$ cat config.mk
export PLATFORM = sky130hd
export DESIGN_NAME = autobaud_multi
export DESIGN_NICKNAME = d
export VERILOG_FILES = /design/src/rtl/autobaud_pkg.sv /design/src/rtl/autobaud_match.sv /design/src/rtl/autobaud_multi.sv
export SDC_FILE = /design/constraint.sdc
export NUM_CORES = 1
export LEC_CHECK = 0
export ABC_AREA = 1
export CAP_MARGIN = 5
export CORE_ASPECT_RATIO = 0.8
export CORE_UTILIZATION = 66
export CTS_BUF_LIST = sky130_fd_sc_hd__clkbuf_2
export DETAILED_ROUTE_END_ITERATION = 8
export PLACE_DENSITY_LB_ADDON = 0.1
export SYNTH_ARGS = -nofsm -noshare
export SYNTH_HDL_FRONTEND = slang
export SYNTH_SLANG_ARGS = --single-unit
$ cat constraint.sdc
create_clock -name clk -period 7.2 [get_ports clk]
set_clock_uncertainty 0.15 [all_clocks]
set_input_delay 1.8 -clock clk [delete_from_list [all_inputs] [get_ports clk]]
set_output_delay 1.8 -clock clk [all_outputs]
set_load 0.02 [all_outputs]
$ cat src/rtl/autobaud_pkg.sv
// Shared definitions for the multi-channel autobaud detector: FSM states and
// parameter defaults used by autobaud_multi and autobaud_match.
package autobaud_pkg;

  typedef enum logic [1:0] {
    HUNT = 2'd0,
    LOCK = 2'd1,
    DONE = 2'd2
  } state_e;

  localparam int NUM_RX_DEF  = 3;
  localparam int CNT_W_DEF   = 14;
  localparam int SHIFT_DEF   = 5;
  localparam int DIV_W_DEF   = 8;
  localparam int MATCH_N_DEF = 3;
  localparam int TOL_DEF     = 0;

endpackage

$ cat src/rtl/autobaud_match.sv
// Divisor-sample history (h[0] newest) and the tolerance comparator that
// declares a match when all samples are non-zero and close to the newest one.
module autobaud_match #(
  parameter int DIV_W   = 8,
  parameter int MATCH_N = 3,
  parameter int TOL     = 0
) (
  input  logic             clk,
  input  logic             rst,
  input  logic             clr_i,
  input  logic             shift_i,
  input  logic [DIV_W-1:0] sample_i,
  output logic [DIV_W-1:0] newest_o,
  output logic             match_o
);

  logic [DIV_W-1:0] hist_q [MATCH_N];
  logic [DIV_W-1:0] diff   [MATCH_N];

  always_ff @(posedge clk or posedge rst) begin
    if (rst) begin
      for (int i = 0; i < MATCH_N; i++) hist_q[i] <= '0;
    end else if (clr_i) begin
      for (int i = 0; i < MATCH_N; i++) hist_q[i] <= '0;
    end else if (shift_i) begin
      hist_q[0] <= sample_i;
      for (int i = 1; i < MATCH_N; i++) hist_q[i] <= hist_q[i-1];
    end
  end

  // A zero sample means "not yet filled", so it can never take part in a match.
  always_comb begin
    match_o = 1'b1;
    for (int i = 0; i < MATCH_N; i++) begin
      diff[i] = (hist_q[i] >= hist_q[0]) ? hist_q[i] - hist_q[0] : hist_q[0] - hist_q[i];
      if (hist_q[i] == '0 || int'(diff[i]) > TOL) match_o = 1'b0;
    end
  end

  assign newest_o = hist_q[0];

endmodule

$ cat src/rtl/autobaud_multi.sv
// Multi-channel autobaud: measures edge spacing on candidate RX lines, locks on
// MATCH_N agreeing divisor samples, then selects the channel once the line idles.
module autobaud_multi import autobaud_pkg::*; #(
  parameter int NUM_RX  = NUM_RX_DEF,
  parameter int CNT_W   = CNT_W_DEF,
  parameter int SHIFT   = SHIFT_DEF,
  parameter int DIV_W   = DIV_W_DEF,
  parameter int MATCH_N = MATCH_N_DEF,
  parameter int TOL     = TOL_DEF,
  localparam int SEL_W  = $clog2(NUM_RX + 1)
) (
  input  logic              clk,
  input  logic              rst,
  input  logic              disabled,
  input  logic              rearm,
  input  logic [NUM_RX-1:0] rx_en,
  input  logic [NUM_RX-1:0] rx,
  output logic              wr,
  output logic [DIV_W-1:0]  div,
  output logic [SEL_W-1:0]  rx_sel,
  output logic              locked,
  output logic              done
);

  if (CNT_W < SHIFT + DIV_W) begin : g_bad_cnt_w
    $error("autobaud_multi: CNT_W must be >= SHIFT+DIV_W");
  end
  if (NUM_RX < 1 || NUM_RX > 7) begin : g_bad_num_rx
    $error("autobaud_multi: NUM_RX must be 1..7");
  end
  if (MATCH_N < 2 || MATCH_N > 8) begin : g_bad_match_n
    $error("autobaud_multi: MATCH_N must be 2..8");
  end

  state_e            state_q, state_d;
  logic [NUM_RX-1:0] last_q, edge_w;
  logic [CNT_W-1:0]  cnt_q, cnt_d;
  logic [SEL_W-1:0]  cand_q, cand_d, cand_w, sel_q, sel_d;
  logic [DIV_W-1:0]  div_q, div_d, sample_w, newest_w;
  logic              wr_q, wr_d, locked_q, locked_d, done_q, done_d;
  logic              any_edge, cnt_sat, match_w, hist_shift, sel_rx;

  assign edge_w     = (rx ^ last_q) & rx_en;
  assign any_edge   = |edge_w;
  assign cnt_sat    = &cnt_q;
  assign sample_w   = cnt_q[SHIFT+DIV_W-1:SHIFT];
  assign hist_shift = !rearm && (state_q == HUNT) && any_edge && !cnt_sat;

  // Scan downward so the lowest-indexed edge wins on simultaneous edges.
  always_comb begin
    cand_w = '0;
    for (int i = NUM_RX - 1; i >= 0; i--)
      if (edge_w[i]) cand_w = SEL_W'(i + 1);
  end

  always_comb begin
    sel_rx = 1'b0;
    for (int i = 0; i < NUM_RX; i++)
      if (cand_q == SEL_W'(i + 1)) sel_rx = rx[i];
  end

  autobaud_match #(
    .DIV_W   (DIV_W),
    .MATCH_N (MATCH_N),
    .TOL     (TOL)
  ) u_match (
    .clk      (clk),
    .rst      (rst),
    .clr_i    (rearm),
    .shift_i  (hist_shift),
    .sample_i (sample_w),
    .newest_o (newest_w),
    .match_o  (match_w)
  );

  always_comb begin
    state_d  = state_q;
    cand_d   = cand_q;
    sel_d    = sel_q;
    div_d    = div_q;
    locked_d = locked_q;
    done_d   = done_q;
    wr_d     = 1'b0;
    cnt_d    = any_edge ? '0 : (cnt_sat ? cnt_q : cnt_q + 1'b1);
    if (rearm) begin
      state_d  = HUNT;
      cand_d   = '0;
      sel_d    = '0;
      locked_d = 1'b0;
      done_d   = 1'b0;
      cnt_d    = '0;
    end else begin
      case (state_q)
        HUNT: begin
          if (any_edge) begin
            cand_d = cand_w;
            if (disabled) begin
              state_d  = LOCK;
              locked_d = 1'b1;
            end
          end else if (match_w && !disabled) begin
            wr_d     = 1'b1;
            div_d    = newest_w;
            locked_d = 1'b1;
            state_d  = LOCK;
          end
        end
        // Wait for a full counter period of idle-high on the chosen line.
        LOCK: begin
          if (disabled || (cnt_sat && sel_rx)) begin
            sel_d    = cand_q;
            done_d   = 1'b1;
            locked_d = 1'b0;
            state_d  = DONE;
          end
        end
        default: ;
      endcase
    end
  end

  always_ff @(posedge clk or posedge rst) begin
    if (rst) begin
      state_q  <= HUNT;
      last_q   <= '1;
      cnt_q    <= '0;
      cand_q   <= '0;
      sel_q    <= '0;
      div_q    <= '0;
      wr_q     <= 1'b0;
      locked_q <= 1'b0;
      done_q   <= 1'b0;
    end else begin
      state_q  <= state_d;
      last_q   <= rx;
      cnt_q    <= cnt_d;
      cand_q   <= cand_d;
      sel_q    <= sel_d;
      div_q    <= div_d;
      wr_q     <= wr_d;
      locked_q <= locked_d;
      done_q   <= done_d;
    end
  end

  assign wr     = wr_q;
  assign div    = div_q;
  assign rx_sel = sel_q;
  assign locked = locked_q;
  assign done   = done_q;

endmodule

# == Word-level counts from Yosys, hierarchy flattened ==
# Index checks and enable logic that the tools add are counted.
# word_totals
in_bits,10
reg_bits,58
# op_classes
magnitude_cmp,5
n_reduce_logical,28
bitwise_logic,4
addsub,6
n_mux,41
eq_ne,8
# ops
op,n
$mux 24,2
$mux 14,3
$sub 8x8->8,5
$mux 2,14
$gt 8x1->1 const B,3
$logic_not 8->1,3
$mux 1,18
$ge 8x8->1,2
$mux 8,2
$add 14x1->14 const B,1
$reduce_and 14->1,1
$reduce_bool 2->1,5
$reduce_and 4->1,2
$ne 3x3->1 const B,2
$logic_and 1x1->1,5
$eq 2x1->1 const B,2
$eq 2x2->1 const B,2
$logic_or 1x1->1,4
$ne 4x3->1 const B,1
$ne 4x4->1 const B,1
$pmux 2 s2,1
$reduce_and 2->1,2
$and 3x3->3,1
$logic_not 1->1,3
other kinds (6),7

# == Depth between registers and ports, before layout ==
# Gate-level depths: netlist of the first run.
# depth
depth_word,11
depth_mapped,19

# == By module ==
# From an unflattened synthesis of the first run, not the netlist that was laid out.
# unflattened
cells_unflattened,586
hier_area_um2,4149.0
# modules_own_cells
module,area_per_inst_um2,n_inst,cells_each
autobaud_match,2461.1,1,374
autobaud_multi,1687.9,1,212

# == Least setup slack after synthesis of the first run ==
# Ideal clock, no wire load.
# synth_timing
path_type,input to register
from,input port rx[2]
to,"register div_q[0], in the netlist div[0]"
arrival_ns,2.973
required_time_ns,6.929
cell_stages,11
setup_ns,0.121
path_slack_ns,3.956
cell_sequence,nor2_1 nor2_1 nor2_2 nand2_2 nor2_4 inv_2 nor2_1 nand4_4 buf_6 nand2_2 o21ai_2
# synth_via
elab_chain_cells,5
# synth_rtl
item,line,text
"start, declared",autobaud_multi.sv:17,"input logic [NUM_RX-1:0] rx,"
$xor 3x3->3,autobaud_multi.sv:43,assign edge_w = (rx ^ last_q) & rx_en;
$and 3x3->3,autobaud_multi.sv:43,
$reduce_or 3->1,autobaud_multi.sv:44,assign any_edge = |edge_w;
$not 1->1 (no source line),--,
$reduce_and 4->1 (no source line),--,
"end signal, assigned",autobaud_multi.sv:139,div_q <= div_d;
"end, declared",autobaud_multi.sv:39,"logic [DIV_W-1:0] div_q, div_d, sample_w, newest_w;"
# Every way passes these cells.
# A chain may end at the register's enable or synchronous reset.

# == Worst setup path in the final report of the first run ==
# layout_timing
from,input port rx[2]
to,"register div_q[6], in the netlist div[6]"
# Same word-level chain as after synthesis.

==> flow_metrics.env, run 1 <==
export IMPL_final_cell_mix="nand2_1 (153), inv_1 (87), nand3_1 (72)"
export IMPL_htree_levels=3
export IMPL_ctsLongestPathBuffers=2
export IMPL_nets=650
export IMPL_postCtsSetupBuffers=0
export IMPL_syn_area_per_cell_um2=7.13
export IMPL_setup_tns_ns=0
export IMPL_period_needed_ns=3.66
export IMPL_wl_per_cell_um=14.8
export IMPL_async_flop_share=1.00
export IMPL_status="completed"
export IMPL_drv_slew=0
export IMPL_startpoint_type="primary input"
export IMPL_cts_made_buffers=9
export IMPL_syn_inst=587
export IMPL_final_common_cell="nand2_1"
export IMPL_syn_area_um2=4180
export IMPL_multi_input_area_um2=2320
export IMPL_hold_class="reg2reg"
export IMPL_die_w_um=91.0
export IMPL_leakage_nw=2.31
export IMPL_drive_above_1_share=0.103
export IMPL_worstMarginPinSlew_ns=0.962
export IMPL_clkSinkCount=57
export IMPL_grt_usage=0.327
export IMPL_coreArea_um2=6010
export IMPL_cp_max_fo=17
export IMPL_dr_pass1_iters=5
export IMPL_synth_area_leaders="dfrtp_1 (32%), nand2_1 (14%), ha_1 (9.3%)"
export IMPL_area_growth_synth_to_final_pct=8.23
export IMPL_finalHoldWorstSlack_ns=0.350
export IMPL_fin_util=0.754
export IMPL_synthesis_nets=628
export IMPL_route_detailed_drc=0
export IMPL_ys_ff_latch=57
export IMPL_hold_violations=0
export IMPL_slew_headroom=0.359
export IMPL_synth_top_cell_area_share=0.323
export IMPL_place_congestion=0.929
export IMPL_antenna_found_initial=0
export IMPL_ant_nets=0
export IMPL_crit_arrival_ns=3.89
export IMPL_powerDensity_nw_per_um2=138
export IMPL_drtIter0Drc=334
export IMPL_fmax_ghz=0.273
export IMPL_period_share=0.508
export IMPL_num_vias=4018
export IMPL_row_count=25
export IMPL_grt_max_degree=58
export IMPL_synthDistinctLibCells=44
export IMPL_crit_required_ns=7.44
export IMPL_cts_tree="done"
export IMPL_final_seq_area_um2=1430
export IMPL_setup_viol=0
export IMPL_grt_pass1_vias=3585
export IMPL_synth_top_area_cell="dfrtp_1"
export IMPL_grt_pass1_wl_um=16800
export IMPL_synthFlopType="dfrtp_1"
export IMPL_start_util=0.696
export IMPL_viasPerCell=5.78
export IMPL_rsz0062_at_grt="false"
export IMPL_path_clk_slew_ns=0.15
export IMPL_grt_overflow=0
export IMPL_ctsRootBufferMaster="clkbuf_2"
export IMPL_totalWireLength_um=10300
export IMPL_ctsHoldBuffers=0
export IMPL_criticalPathCategory="in2reg"
export IMPL_dieHeight_um=73.2
export IMPL_dp_final_hpwl_um=7950
export IMPL_n_antenna_cell=0
export IMPL_port_buffers=22
export IMPL_synth_edf_count=0
export IMPL_nFillCells=477
export IMPL_cap_violations=0
export IMPL_dieArea_um2=6660
export IMPL_synth_warnings=0
export IMPL_io_pins=23
export IMPL_ctsResizeCount=0
export IMPL_clkLatencyLatePin_ns=0.51
export IMPL_critPathCaptureType="register"
export IMPL_synth_seq_area_share=0.342
export IMPL_ir_worst_vdd_uv=203
path summary, 6_finish.rpt:
kind	slack [ns]	end	startpoint	cells past startpoint
setup / recovery	3.54	div[6]	rx[2]	12
hold / removal	0.35	done	done	2
setup reg to reg	4.30	div[6]	u_match.newest_o[1]	15
hold reg to reg	0.35	done	done	2
max in group asynchronous	4.78	u_match.hist_q[2]	rst	3
min in group asynchronous	1.63	cnt_q[11]	rst	3
sequential cells by signal, summed over array words and instances, names as in the netlist:
signal / count
last_q: 3
u_match.newest_o: 8
cand_q: 2
wr: 1
div: 8
done: 1
rx_sel: 2
u_match.hist_q: 16
cnt_q: 14
state_q: 2
worst max-delay path, cell delays in order:
cell and delay, ns:
clkdlybuf4s50_1 0.54, nand2_1 0.07, nand2_1 0.09, nor2_1 0.05, nor2_2 0.13, nand2_2 0.10, nor2_4 0.24, inv_2 0.11
nor2_1 0.22, nand4_4 0.31, nand2_1 0.17, o21ai_2 0.07
cells by family after synthesis:
kind of cell	count (synthesis)	synth area share
AND/OR/NAND/NOR	305	0.333
buffers and inverters	106	0.102
AO/OA/AOI/OAI	83	0.119
XOR/XNOR	5	0.0105
adder cells (fa/ha/maj)	31	0.0927
flip-flops	57	0.342
layout make-up:
class	instances	area share
Clock inverter	6	0.00802
Timing Repair Buffer	24	0.0520
Tap cell	81	0.0224
Multi-Input combinational cell	424	0.514
Clock buffer	10	0.0111
Sequential cell	57	0.316
Inverter	93	0.0771
stage by stage:
step / setup slack [ns] / instances / power, W / instance area [µm²]
4_1_cts: 3.57 / 695 / 0.000627 / 4530
6_report: 3.54 / 695 / 0.000626 / 4530
3_3_place_gp: 3.13 / 679 / 0.000462 / 4440
3_5_place_dp: 3.03 / 679 / 0.000464 / 4440
5_1_grt: 3.42 / 695 / 0.000654 / 4530
2_1_floorplan: 3.86 / 587 / 0.000427 / 4180
cells in the mapped netlist (2+ instances only):
library cell,number
nand3_1,72
nand3_2,2
nor2_1,38
nor2_2,8
inv_1,88
buf_4,3
dfstp_2,3
buf_2,3
clkbuf_1,4
nor2_4,3
inv_2,5
xor2_1,4
o21ai_2,10
nor3_1,2
o21ai_1,19
nand2_1,153
buf_6,2
ha_1,31
dfrtp_1,54
a21oi_1,25
nand4_1,11
o21ai_0,18
nand2_2,8
power by group:
group / internal (W) / switching, W
clock: 0.0000442 / 0.000123
sequential: 0.000333 / 0.00000857
combinational: 0.0000368 / 0.0000811
per-layer routing:
metal	track usage	vias up	wire length, µm
li1	-	1941	-
met1	0.428	1867	4390
met2	0.539	178	4810
met3	0.0792	32	873
met4	0.113	0	236
met5	0	-	0
Note: power is estimated with default switching activity, not from simulation.
==> run 2, diff against run 1 <==
--- a/config.mk
+++ b/config.mk
@@ -8,7 +8,7 @@
 export ABC_AREA = 1
 export CAP_MARGIN = 5
 export CORE_ASPECT_RATIO = 0.8
-export CORE_UTILIZATION = 66
+export CORE_UTILIZATION = 63
 export CTS_BUF_LIST = sky130_fd_sc_hd__clkbuf_2
 export DETAILED_ROUTE_END_ITERATION = 8
 export PLACE_DENSITY_LB_ADDON = 0.1
==> constraint.sdc (replaced) <==
create_clock -name clk -period 3.8 [get_ports clk]
set_clock_uncertainty 0.15 [all_clocks]
set_input_delay 0.95 -clock clk [delete_from_list [all_inputs] [get_ports clk]]
set_output_delay 0.95 -clock clk [all_outputs]
set_load 0.02 [all_outputs]
==> run 2 against run 1 <==
The flow now finishes with violations (design-rule violations). Hold slack gained 0.0067 ns. Via count decreased by 0.52%. Cell count increased by 0.86%. Die area rose by 4.6%. Power increased by 110%. Largest power group unchanged.
==> flow_metrics.env, run 2 (synthesis gave the netlist of run 1 again) <==
export IMPL_port_buffers=22
export IMPL_nets=653
export IMPL_totalWireLength_um=10200
export IMPL_startpoint_type="register"
export IMPL_crit_arrival_ns=3.15
export IMPL_r2r_end="div[3]"
export IMPL_ctsRootBufferMaster="clkbuf_2"
export IMPL_grt_usage=0.310
export IMPL_cts_made_buffers=9
export IMPL_ctsLongestPathBuffers=2
export IMPL_ir_worst_vdd_uv=267
export IMPL_die_w_um=93.1
export IMPL_nFillCells=523
export IMPL_slew_headroom=0.675
export IMPL_postCtsSetupBuffers=0
export IMPL_r2r_slack_ns=0.87
export IMPL_antenna_found_initial=0
export IMPL_dp_cells=685
export IMPL_criticalPathCategory="reg2reg"
export IMPL_worstMarginPinSlew_ns=0.487
export IMPL_critPathLaunch="u_match.newest_o[2]"
export IMPL_drtIter0Drc=405
export IMPL_drive_above_1_share=0.109
export IMPL_holdPathEnd="cnt_q[4]"
export IMPL_critPathCaptureType="register"
export IMPL_io_pins=23
export IMPL_leakage_nw=2.36
export IMPL_status="complete, but fails checks"
export IMPL_rsz0062_at_grt="false"
export IMPL_reg_largest_list="u_match.hist_q (16), cnt_q (14)"
export IMPL_clkLatencyLatePin_ns=0.50
export IMPL_area_growth_synth_to_final_pct=10.1
export IMPL_ctsHoldBuffers=0
export IMPL_grt_pass1_vias=3685
export IMPL_hold_class="reg2reg"
export IMPL_r2r_start="u_match.newest_o[2]"
export IMPL_coreArea_um2=6410
export IMPL_dp_final_hpwl_um=7680
export IMPL_dr_pass1_iters=9
export IMPL_ctsResizeCount=0
export IMPL_setup_viol=0
export IMPL_viasPerCell=5.70
export IMPL_cts_tree="done"
export IMPL_setup_tns_ns=0
export IMPL_hp_start="cnt_q[4]"
export IMPL_dieArea_um2=6970
export IMPL_final_cell_mix="nand2_1 (153), inv_1 (87), nand3_1 (72)"
export IMPL_powerDensity_nw_per_um2=291
export IMPL_start_util=0.653
export IMPL_crit_required_ns=4.02
export IMPL_grt_pass1_wl_um=16800
export IMPL_rr_worst_depth=13
export IMPL_htree_levels=3
export IMPL_period_needed_ns=2.93
export IMPL_num_vias=3997
export IMPL_grt_max_degree=25
export IMPL_period_share=0.771
export IMPL_violations="design-rule violations"
export IMPL_dieHeight_um=74.9
export IMPL_cp_max_fo=17
export IMPL_largest_register="u_match.hist_q"
export IMPL_drv_slew=0
export IMPL_largest_reg_flops=16
export IMPL_hold_violations=0
export IMPL_hold_depth=1
export IMPL_wl_per_cell_um=14.5
export IMPL_row_count=26
export IMPL_final_cell_count_no_fill=701
export IMPL_ant_nets=0
export IMPL_final_common_cell="nand2_1"
export IMPL_place_congestion=0.900
export IMPL_clkSinkCount=57
export IMPL_cap_violations=0
export IMPL_route_detailed_drc=1
export IMPL_path_clk_slew_ns=0.17
export IMPL_fmax_ghz=0.341
export IMPL_grt_overflow=0
export IMPL_n_antenna_cell=0
-- run 2: cell count changes in the layout (fill, tap and decap cells not counted) --
cell,previous run,this run
buf_4,2,5
bufinv_16,0,2
clkbuf_2,10,9
clkinv_1,2,1
clkinvlp_4,2,1
inv_6,0,1
-- run 2: stage by stage --
stage                     total power, W  cell area (µm²)  hold slack, ns   util  setup slack [ns]
final                            0.00134             4610           0.357  0.719             0.870
after global routing             0.00140             4610           0.379  0.719             0.613
after CTS                        0.00134             4610           0.357  0.719             0.929
after detailed placement        0.000885             4470           0.313  0.697             0.451
after global placement          0.000879             4470           0.308  0.697             0.566
after floorplan                 0.000809             4180           0.310      -              1.31
-- run 2: power breakdown --
group,internal [W],leakage (nW),switching [W]
Combinational,0.0000744,1.50,0.000156
Clock,0.000218,0.0799,0.000245
Sequential,0.000631,0.781,0.0000174
-- run 2: layout make-up --
type	count	area (µm²)	share of cell area
repair buffers	27	258	0.0560
flip-flops and latches	57	1430	0.311
clock buffers	9	45.0	0.00978
well taps	84	105	0.0228
inverters	93	349	0.0758
clock inverters	7	93.8	0.0204
multi-input cells	424	2320	0.505
-- run 2: layer usage --
| metal | share of wire | track usage | vias up |
|---|---|---|---|
| met1 | 0.42 | 0.390 | 1856 |
| met4 | 0.031 | 0.126 | 0 |
| met5 | 0 | 0 | - |
| met3 | 0.074 | 0.0747 | 46 |
| li1 | - | - | 1942 |
| met2 | 0.47 | 0.525 | 153 |
-- run 2: how the worst max path moves through the flow --
stage	to	slack [ns]
after floorplan	cand_q[0]	1.31
after global placement	div[4]	0.57
after detailed placement	div[5]	0.45
after CTS	div[3]	0.93
after global routing	div[3]	0.61
final	div[3]	0.87
-- run 2: worst max-delay path: stages, from the launching register on --
cell     delay (ns)
dfrtp_1        0.48
inv_1          0.20
ha_1           0.46
or2_4          0.32
nand3_1        0.11
nand2_1        0.06
nand2_1        0.05
nand2_1        0.04
nor2_1         0.12
nand3_1        0.10
nand2_2        0.14
nand4_4        0.29
nand2_1        0.20
o21ai_2        0.09
